**config.mk**
```make
export PLATFORM = sky130hd
export DESIGN_NAME = lfsr_card_rng
export DESIGN_NICKNAME = d
export VERILOG_FILES = /design/src/rtl/lfsr_card_rng.sv
export SDC_FILE = /design/constraint.sdc
export NUM_CORES = 1
export LEC_CHECK = 0
export ABC_AREA = 1
export BUFFER_PORTS_ARGS = -buffer_cell sky130_fd_sc_hd__clkbuf_2
export CORE_ASPECT_RATIO = 1.5
export CORE_MARGIN = 4
export CORE_UTILIZATION = 57
export CTS_BUF_LIST = sky130_fd_sc_hd__clkbuf_8
export DETAILED_ROUTE_END_ITERATION = 7
export GPL_TIMING_DRIVEN = 0
export PLACE_DENSITY = 0.81
export SLEW_MARGIN = 20
export SYNTH_ARGS = -nofsm -noshare
export SYNTH_HDL_FRONTEND = slang
export SYNTH_SLANG_ARGS = --single-unit
```
**constraint.sdc**
```tcl
create_clock -name clk -period 1.95 [get_ports clk]
set_input_delay 0.0975 -clock clk [delete_from_list [all_inputs] [get_ports clk]]
set_output_delay 0.0975 -clock clk [all_outputs]
set_load 0.01 [all_outputs]
```
**src/rtl/lfsr_card_rng.sv**
```systemverilog
// Card-value generator: a free-running Fibonacci LFSR sampled on request, with range
// rejection, a bounded retry count, a deterministic fallback value and runtime reseeding.
module lfsr_card_rng #(
   parameter int unsigned           WIDTH     = 16,
   parameter logic [WIDTH-1:0]      TAPS      = WIDTH'(16'hB400),
   parameter logic [WIDTH-1:0]      SEED      = WIDTH'(16'h000F),
   parameter int unsigned           OUT_W     = 4,
   parameter int unsigned           FIELD_LSB = 6,
   parameter int unsigned           MIN_VAL   = 1,
   parameter int unsigned           MAX_VAL   = 13,
   parameter int unsigned           MAX_TRIES = 15
) (
   input  logic             clk,
   input  logic             rst,
   input  logic             req,
   input  logic             seed_load,
   input  logic [WIDTH-1:0] seed_in,
   output logic             busy,
   output logic             valid,
   output logic [OUT_W-1:0] value,
   output logic             fallback
);

   localparam int unsigned TRY_W = (MAX_TRIES > 1) ? $clog2(MAX_TRIES) : 1;
   localparam int unsigned SPAN  = MAX_VAL - MIN_VAL + 1;

   // Parameter sanity, rejected at elaboration
   if (WIDTH < 4) begin : g_chk_width
      $fatal(1, "lfsr_card_rng: WIDTH must be >= 4");
   end
   if (MIN_VAL > MAX_VAL) begin : g_chk_range
      $fatal(1, "lfsr_card_rng: MIN_VAL must not exceed MAX_VAL");
   end
   if (MAX_VAL >= (1 << OUT_W)) begin : g_chk_outw
      $fatal(1, "lfsr_card_rng: MAX_VAL does not fit in OUT_W bits");
   end
   if (FIELD_LSB + OUT_W > WIDTH) begin : g_chk_field
      $fatal(1, "lfsr_card_rng: candidate field exceeds LFSR width");
   end
   if (SEED == '0) begin : g_chk_seed
      $fatal(1, "lfsr_card_rng: SEED must be nonzero");
   end
   if (MAX_TRIES < 1) begin : g_chk_tries
      $fatal(1, "lfsr_card_rng: MAX_TRIES must be >= 1");
   end

   typedef enum logic {S_IDLE, S_DRAW} state_t;

   state_t           state_q, state_d;
   logic [WIDTH-1:0] lfsr_q, lfsr_d, step_raw, step_c;
   logic [TRY_W-1:0] tries_q, tries_d;
   logic             busy_d, valid_d, fallback_d;
   logic [OUT_W-1:0] value_d, cand, fb_val;
   logic             cand_ok, last_try;

   // LFSR step with zero guard; a runtime seed overrides the step
   always_comb begin
      step_raw = {lfsr_q[WIDTH-2:0], ^(lfsr_q & TAPS)};
      step_c   = (step_raw == '0) ? SEED : step_raw;
      if (seed_load) begin
         lfsr_d = (seed_in == '0) ? SEED : seed_in;
      end else begin
         lfsr_d = step_c;
      end
   end

   // Candidate taken from the freshly stepped register
   always_comb begin
      cand     = step_c[FIELD_LSB +: OUT_W];
      cand_ok  = (32'(cand) >= MIN_VAL) && (32'(cand) <= MAX_VAL);
      fb_val   = OUT_W'(MIN_VAL + (32'(cand) % SPAN));
      last_try = (tries_q == TRY_W'(MAX_TRIES - 1));
   end

   // Draw control: next state and next registered outputs
   always_comb begin
      state_d    = state_q;
      tries_d    = tries_q;
      busy_d     = busy;
      valid_d    = 1'b0;
      value_d    = value;
      fallback_d = fallback;
      case (state_q)
         S_IDLE: begin
            // A request landing in the valid cycle is dropped, not queued
            if (req && !valid) begin
               state_d = S_DRAW;
               tries_d = '0;
               busy_d  = 1'b1;
            end
         end
         S_DRAW: begin
            if (!seed_load) begin
               if (cand_ok) begin
                  value_d    = cand;
                  fallback_d = 1'b0;
                  valid_d    = 1'b1;
                  busy_d     = 1'b0;
                  state_d    = S_IDLE;
               end else if (last_try) begin
                  value_d    = fb_val;
                  fallback_d = 1'b1;
                  valid_d    = 1'b1;
                  busy_d     = 1'b0;
                  state_d    = S_IDLE;
               end else begin
                  tries_d = tries_q + TRY_W'(1);
               end
            end
         end
         default: state_d = S_IDLE;
      endcase
   end

   always_ff @(posedge clk or negedge rst) begin
      if (!rst) begin
         state_q  <= S_IDLE;
         lfsr_q   <= SEED;
         tries_q  <= '0;
         busy     <= 1'b0;
         valid    <= 1'b0;
         value    <= OUT_W'(MIN_VAL);
         fallback <= 1'b0;
      end else begin
         state_q  <= state_d;
         lfsr_q   <= lfsr_d;
         tries_q  <= tries_d;
         busy     <= busy_d;
         valid    <= valid_d;
         value    <= value_d;
         fallback <= fallback_d;
      end
   end

endmodule
```
# ---- Word-level counts from Yosys, hierarchy flattened
# Index checks and enable logic that the tools add are counted.
dict set report classes {
  addsub 2
  n_div 1
  magnitude_cmp 2
  n_eq_ne 6
  muxes 26
  n_bitwise 2
  reduce_logical 10
}
# operator count
set op_table {}
lappend op_table {{16-bit 2-to-1 mux} 3}
lappend op_table {{16-bit logical NOT} 2}
lappend op_table {{4-bit by 4-bit modulo with 32-bit output, second input constant} 1}
lappend op_table {{4-bit 2-to-1 mux} 6}
lappend op_table {{16-bit XOR reduction} 1}
lappend op_table {{1-bit 2-to-1 mux} 14}
lappend op_table {{2-bit inequality test, second input constant} 4}
lappend op_table {{4-bit case mux with 2 select lines} 1}
lappend op_table {{3-bit AND reduction} 2}
lappend op_table {{1-bit by 4-bit adder with 4-bit output, first input constant} 1}
lappend op_table {{4-bit by 1-bit adder with 4-bit output, second input constant} 1}
lappend op_table {{4-bit == test, second input constant} 1}
lappend op_table {{4-bit by 1-bit greater-or-equal comparator with 1-bit output, second input constant} 1}
lappend op_table {{4-bit <= comparator, second input constant} 1}
lappend op_table {{1-bit case mux with 2 select lines} 2}
lappend op_table {{4-bit AND reduction} 1}
lappend op_table {{3-bit by 1-bit inequality test with 1-bit output, second input constant} 1}
lappend op_table {{1-bit logical AND} 2}
lappend op_table {{1-bit NOT} 2}
lappend op_table {{2-bit nonzero test} 1}
lappend op_table {{1-bit logical NOT} 1}
dict set report word_totals {
  reg_bits 28
  out_inout_bits 7
}

# ---- Depth between registers and ports, before layout
dict set report depth {
  word_depth 8
  mapped_depth 14
  mapped_depth_nobuf 14
}

# ---- Least setup slack after synthesis
# Ideal clock, no wire load.
dict set report synth_path {
  path_kind {flip-flop to flip-flop}
  startpoint {reg lfsr_q[5]}
  endpoint {reg value[2]}
  setup_ns 0.116
  t_arrival_ns 1.463
  required_ns 1.834
  path_slack_ns 0.371
  stages_incl_launch_ff 12
  path_buffers 0
  cell_sequence {dfrtp_1 -> inv_1 -> ha_1 -> inv_1 -> o21ai_0 -> or2_2 -> nand2_2 -> nand2_1 -> nand2_1 -> nand3_1 -> nand2_1 -> nand2_1}
}
dict set report synth_via {
  elab_chain_len 6
  elab_cells_between_ends 11
}
# element line_no
set synth_lines {}
lappend synth_lines {{from (decl)} 50} ;# logic [WIDTH-1:0] lfsr_q, lfsr_d, step_raw, step_c;
lappend synth_lines {{from (signal assigned)} 126} ;# lfsr_q <= lfsr_d;
lappend synth_lines {{16-bit logical NOT} 59} ;# step_c = (step_raw == '0) ? SEED : step_raw;
lappend synth_lines {{16-bit 2-to-1 mux *} 59}
lappend synth_lines {{4-bit by 4-bit modulo with 32-bit output, or another cell as far along} 71} ;# fb_val = OUT_W'(MIN_VAL + (32'(cand) % SPAN));
lappend synth_lines {{1-bit by 4-bit adder with 4-bit output / 1-bit logical AND (equally long branches)} {71, 70}}
lappend synth_lines {{4-bit 2-to-1 mux / 2-bit nonzero test (equally long branches)} n/a}
lappend synth_lines {{4-bit 2-to-1 mux / 3-bit AND reduction (equally long branches)} n/a}
lappend synth_lines {{to (signal assigned)} 122} ;# value <= OUT_W'(MIN_VAL);
lappend synth_lines {{to (signal assigned)} 130} ;# value <= value_d;
lappend synth_lines {{to (decl)} 20} ;# output logic [OUT_W-1:0] value,
# Mark *: on every way between the ends. The rest lies on a longest branch, timed or not. The select of a mux whose other input is x is not followed.
# A chain may end at the register's enable or synchronous reset.

# ---- Worst setup path after layout
dict set report layout_path {
  startpoint {reg lfsr_q[5]}
  endpoint {reg tries_q[2]}
}
dict set report layout_via {
  elab_chain_len 6
  elab_cells_between_ends 7
}
# element line_no
set layout_lines {}
lappend layout_lines {{16-bit logical NOT} 59}
lappend layout_lines {{16-bit 2-to-1 mux *} 59}
lappend layout_lines {{4-bit by 1-bit greater-or-equal comparator with 1-bit output / 4-bit <= comparator (equally long branches)} 70} ;# cand_ok = (32'(cand) >= MIN_VAL) && (32'(cand) <= MAX_VAL);
lappend layout_lines {{1-bit logical AND *} 70}
lappend layout_lines {{2-bit inequality test (no line) *} n/a}
lappend layout_lines {{4-bit AND reduction (no line) *} n/a}
lappend layout_lines {{to (signal assigned)} 127} ;# tries_q <= tries_d;
lappend layout_lines {{to (decl)} 51} ;# logic [TRY_W-1:0] tries_q, tries_d;
# Mark *: on every way between the ends. The rest lies on a longest branch, timed or not.

==> results.ini <==
[outcome]
status = finished, final reports clean

[die]
dieArea_um2 = 3414
core_um2 = 2422
ioPinCount = 27
num_rows = 22
die_w_um = 49.06
initial_core_util = 0.5950
die_h_um = 69.59

[logic_synthesis]
syn_nets = 206
synth_cell_type_count = 26
ys_seq_area_frac = 0.4905
syn_area_um2 = 1441
yosys_warnings = 0
synthCells = 181
syn_avg_cell_area_um2 = 7.963
synth-seq-cells = 28

[layout]
final_net_count = 237
finalNonFillerCells = 235
fill_cells = 212
area_growth_pct = 14.67
layout_commonest_cell = nand2_1
stdcell_area_um2 = 1653
mostFrequentLayoutCells = nand2_1, inv_1, clkbuf_2
drive_gt1_frac = 0.2227
n_antenna_cell = 0

[placement]
globalplace.congestion = 0.8556
buffer_ports.inserted = 25
dp.cells = 230
placed_cell_area_um2 = 1597
dp_hpwl_um = 2361

[timing]
hold_viol_final = 0
slew_viol_final = 0
fin_tns_setup_ps = 0
worst_pin_slew_ps = 669.1
period_needed_ps = 1787
clock_skew_ps = 5.526
setup_viol = 0
period_share = 0.9162
fmax_ghz = 0.5597
slew_headroom = 0.5540
rsz0062_at_grt = false

[critical_path]
cp_top_family = simple AND/OR/NAND/NOR gates
start_kind = flop
critPathLaunch = lfsr_q[5]
max_stage_delay_ps = 460
cp-end-kind = flop
worst_ep_arrival_time_ps = 1960
cp.required_ps = 2120
critical-path-slowest-cell = dfrtp_2
crit_type = reg2reg
crit-reg2reg-launch = lfsr_q[5]
path_max_fanout = 5
path_buf_inv = 2
crit_chain = inv_1 -> ha_1 -> inv_1 -> nor2_1 -> nand3_1 -> o21ai_2 -> nand3_2 -> nand2_1 -> nand2_1 -> xor2_1 -> nor2_1

[route]
drt_wl_total_um = 2974
wl_met2_um = 1508
wl_met1_um = 1189
ant_nets = 0
dr_total_vias = 1260
dr_wl_met3_um = 150
drc = 0
dr.first_iter.drc_count = 43
top_layer_used = met4
wl_per_cell_um = 12.66
drt_first_pass_iters = 4
vias_per_cell = 5.362

[global_route]
grt_max_degree = 29
first_global_vias = 1257
grt.total_usage = 0.1912
grt_pass1_wl_um = 5237
antenna_found_initial = 0
overflow = 0

[clock_network]
cts_setup_buffers = 0
cts_tree = built
clk_pin_slew_ps = 90
clock_latency_ps = 270
htreeDepth = 1
cts_buffers = 3
clock-root-buffer = clkbuf_8
clk_path_buf_depth = 2
cts.sinks = 28

[worst_hold_path]
worstHoldPathType = in2reg
min-delay-start = seed_in[4]

[power]
p_leak_nw = 0.8874
fin_total_pwr_mw = 1.527
ir_drop_v = 0.0006551
p_per_area_nw_per_um2 = 923.6

[job]
maxCapViolations = 0

tightest hold or removal path: cells and delay by family:
kind	cells	cell delay, ps
AND/OR/NAND/NOR	2	90
buffers and inverters	1	90
registers in the layout (all words and copies together), names as in the netlist:
name / count
busy: 1
lfsr_q: 16
fallback: 1
tries_q: 4
valid: 1
value: 4
state_q: 1
logic make-up after synthesis:
| family | after synthesis | synth area share |
|---|---|---|
| simple gates | 86 | 0.2656 |
| buf+inv | 32 | 0.08420 |
| compound gates | 28 | 0.1042 |
| flops | 28 | 0.4905 |
| fa+ha+maj | 5 | 0.04340 |
| xor+xnor | 2 | 0.01215 |
repair_timing:
| item | 4_1_cts | 5_1_grt |
|---|---|---|
| hold buffers | 1 | 0 |
| endpoints found under the hold margin | 23 | 0 |
| setup endpoints to repair | 0 | 3 |
| resized for setup | 0 | 1 |
per-stage QoR:
stage / util / worst slack [ps] / hold WS (ps)
floorplan: - / 370.7 / -198.1
global placement: 0.6591 / 280.5 / 153.5
detailed placement: 0.6591 / 165.0 / 167.8
CTS: 0.6818 / 157.9 / 38.92
global route: 0.6823 / 14.90 / 47.68
finish: 0.6823 / 163.4 / 38.40
synth_stat cells (all sizes together):
cell type   n  area [um^2]
a21oi       5        25.02
buf         1        5.000
clkbuf      2        7.510
clkinv      1        3.750
dfrtp      23        575.6
dfstp       5        131.4
ha          5        62.56
inv        28        105.1
nand2      56        230.2
nand3       8        45.04
nand4       1        6.260
nor2       16        70.07
nor4        4        25.02
o21ai      19        98.84
o22ai       3        18.77
o31ai       1        7.510
or2         1        6.260
xor2        2        17.52
where the power goes:
group,switching [mW],leakage (nW),internal (mW)
Clock,0.172,0.0269,0.141
Combinational,0.263,0.522,0.158
Sequential,0.0752,0.338,0.717
Total,0.511,0.887,1.02
worst paths after layout:
kind / endpoint / slack, ps / cells after the start
max reg2reg: tries_q[2] / 160 / 11
min reg2reg: value[0] / 480 / 2
min in group asynchronous: tries_q[3] / 380 / 2
min: lfsr_q[4] / 40 / 3
max in group asynchronous: lfsr_q[5] / 1100 / 2
max: tries_q[2] / 160 / 11
area by class of cell:
cell class,instances,area [um^2],share of cell area
Sequential cell,28,708.2,0.4285
Multi-Input combinational cell,121,613.1,0.3709
Timing Repair Buffer,26,135.1,0.08176
Inverter,29,108.9,0.06586
Clock buffer,3,41.29,0.02498
Tap cell,24,30.03,0.01817
Buffer,3,12.51,0.007570
Clock inverter,1,3.754,0.002271
metal layers:
metal / GRT usage / vias up
met5: 0 / -
met4: 0.1347 / 0
met3: 0.02151 / 12
met2: 0.3228 / 43
met1: 0.2157 / 573
li1: - / 632
Power figures use the tool's default switching activity.
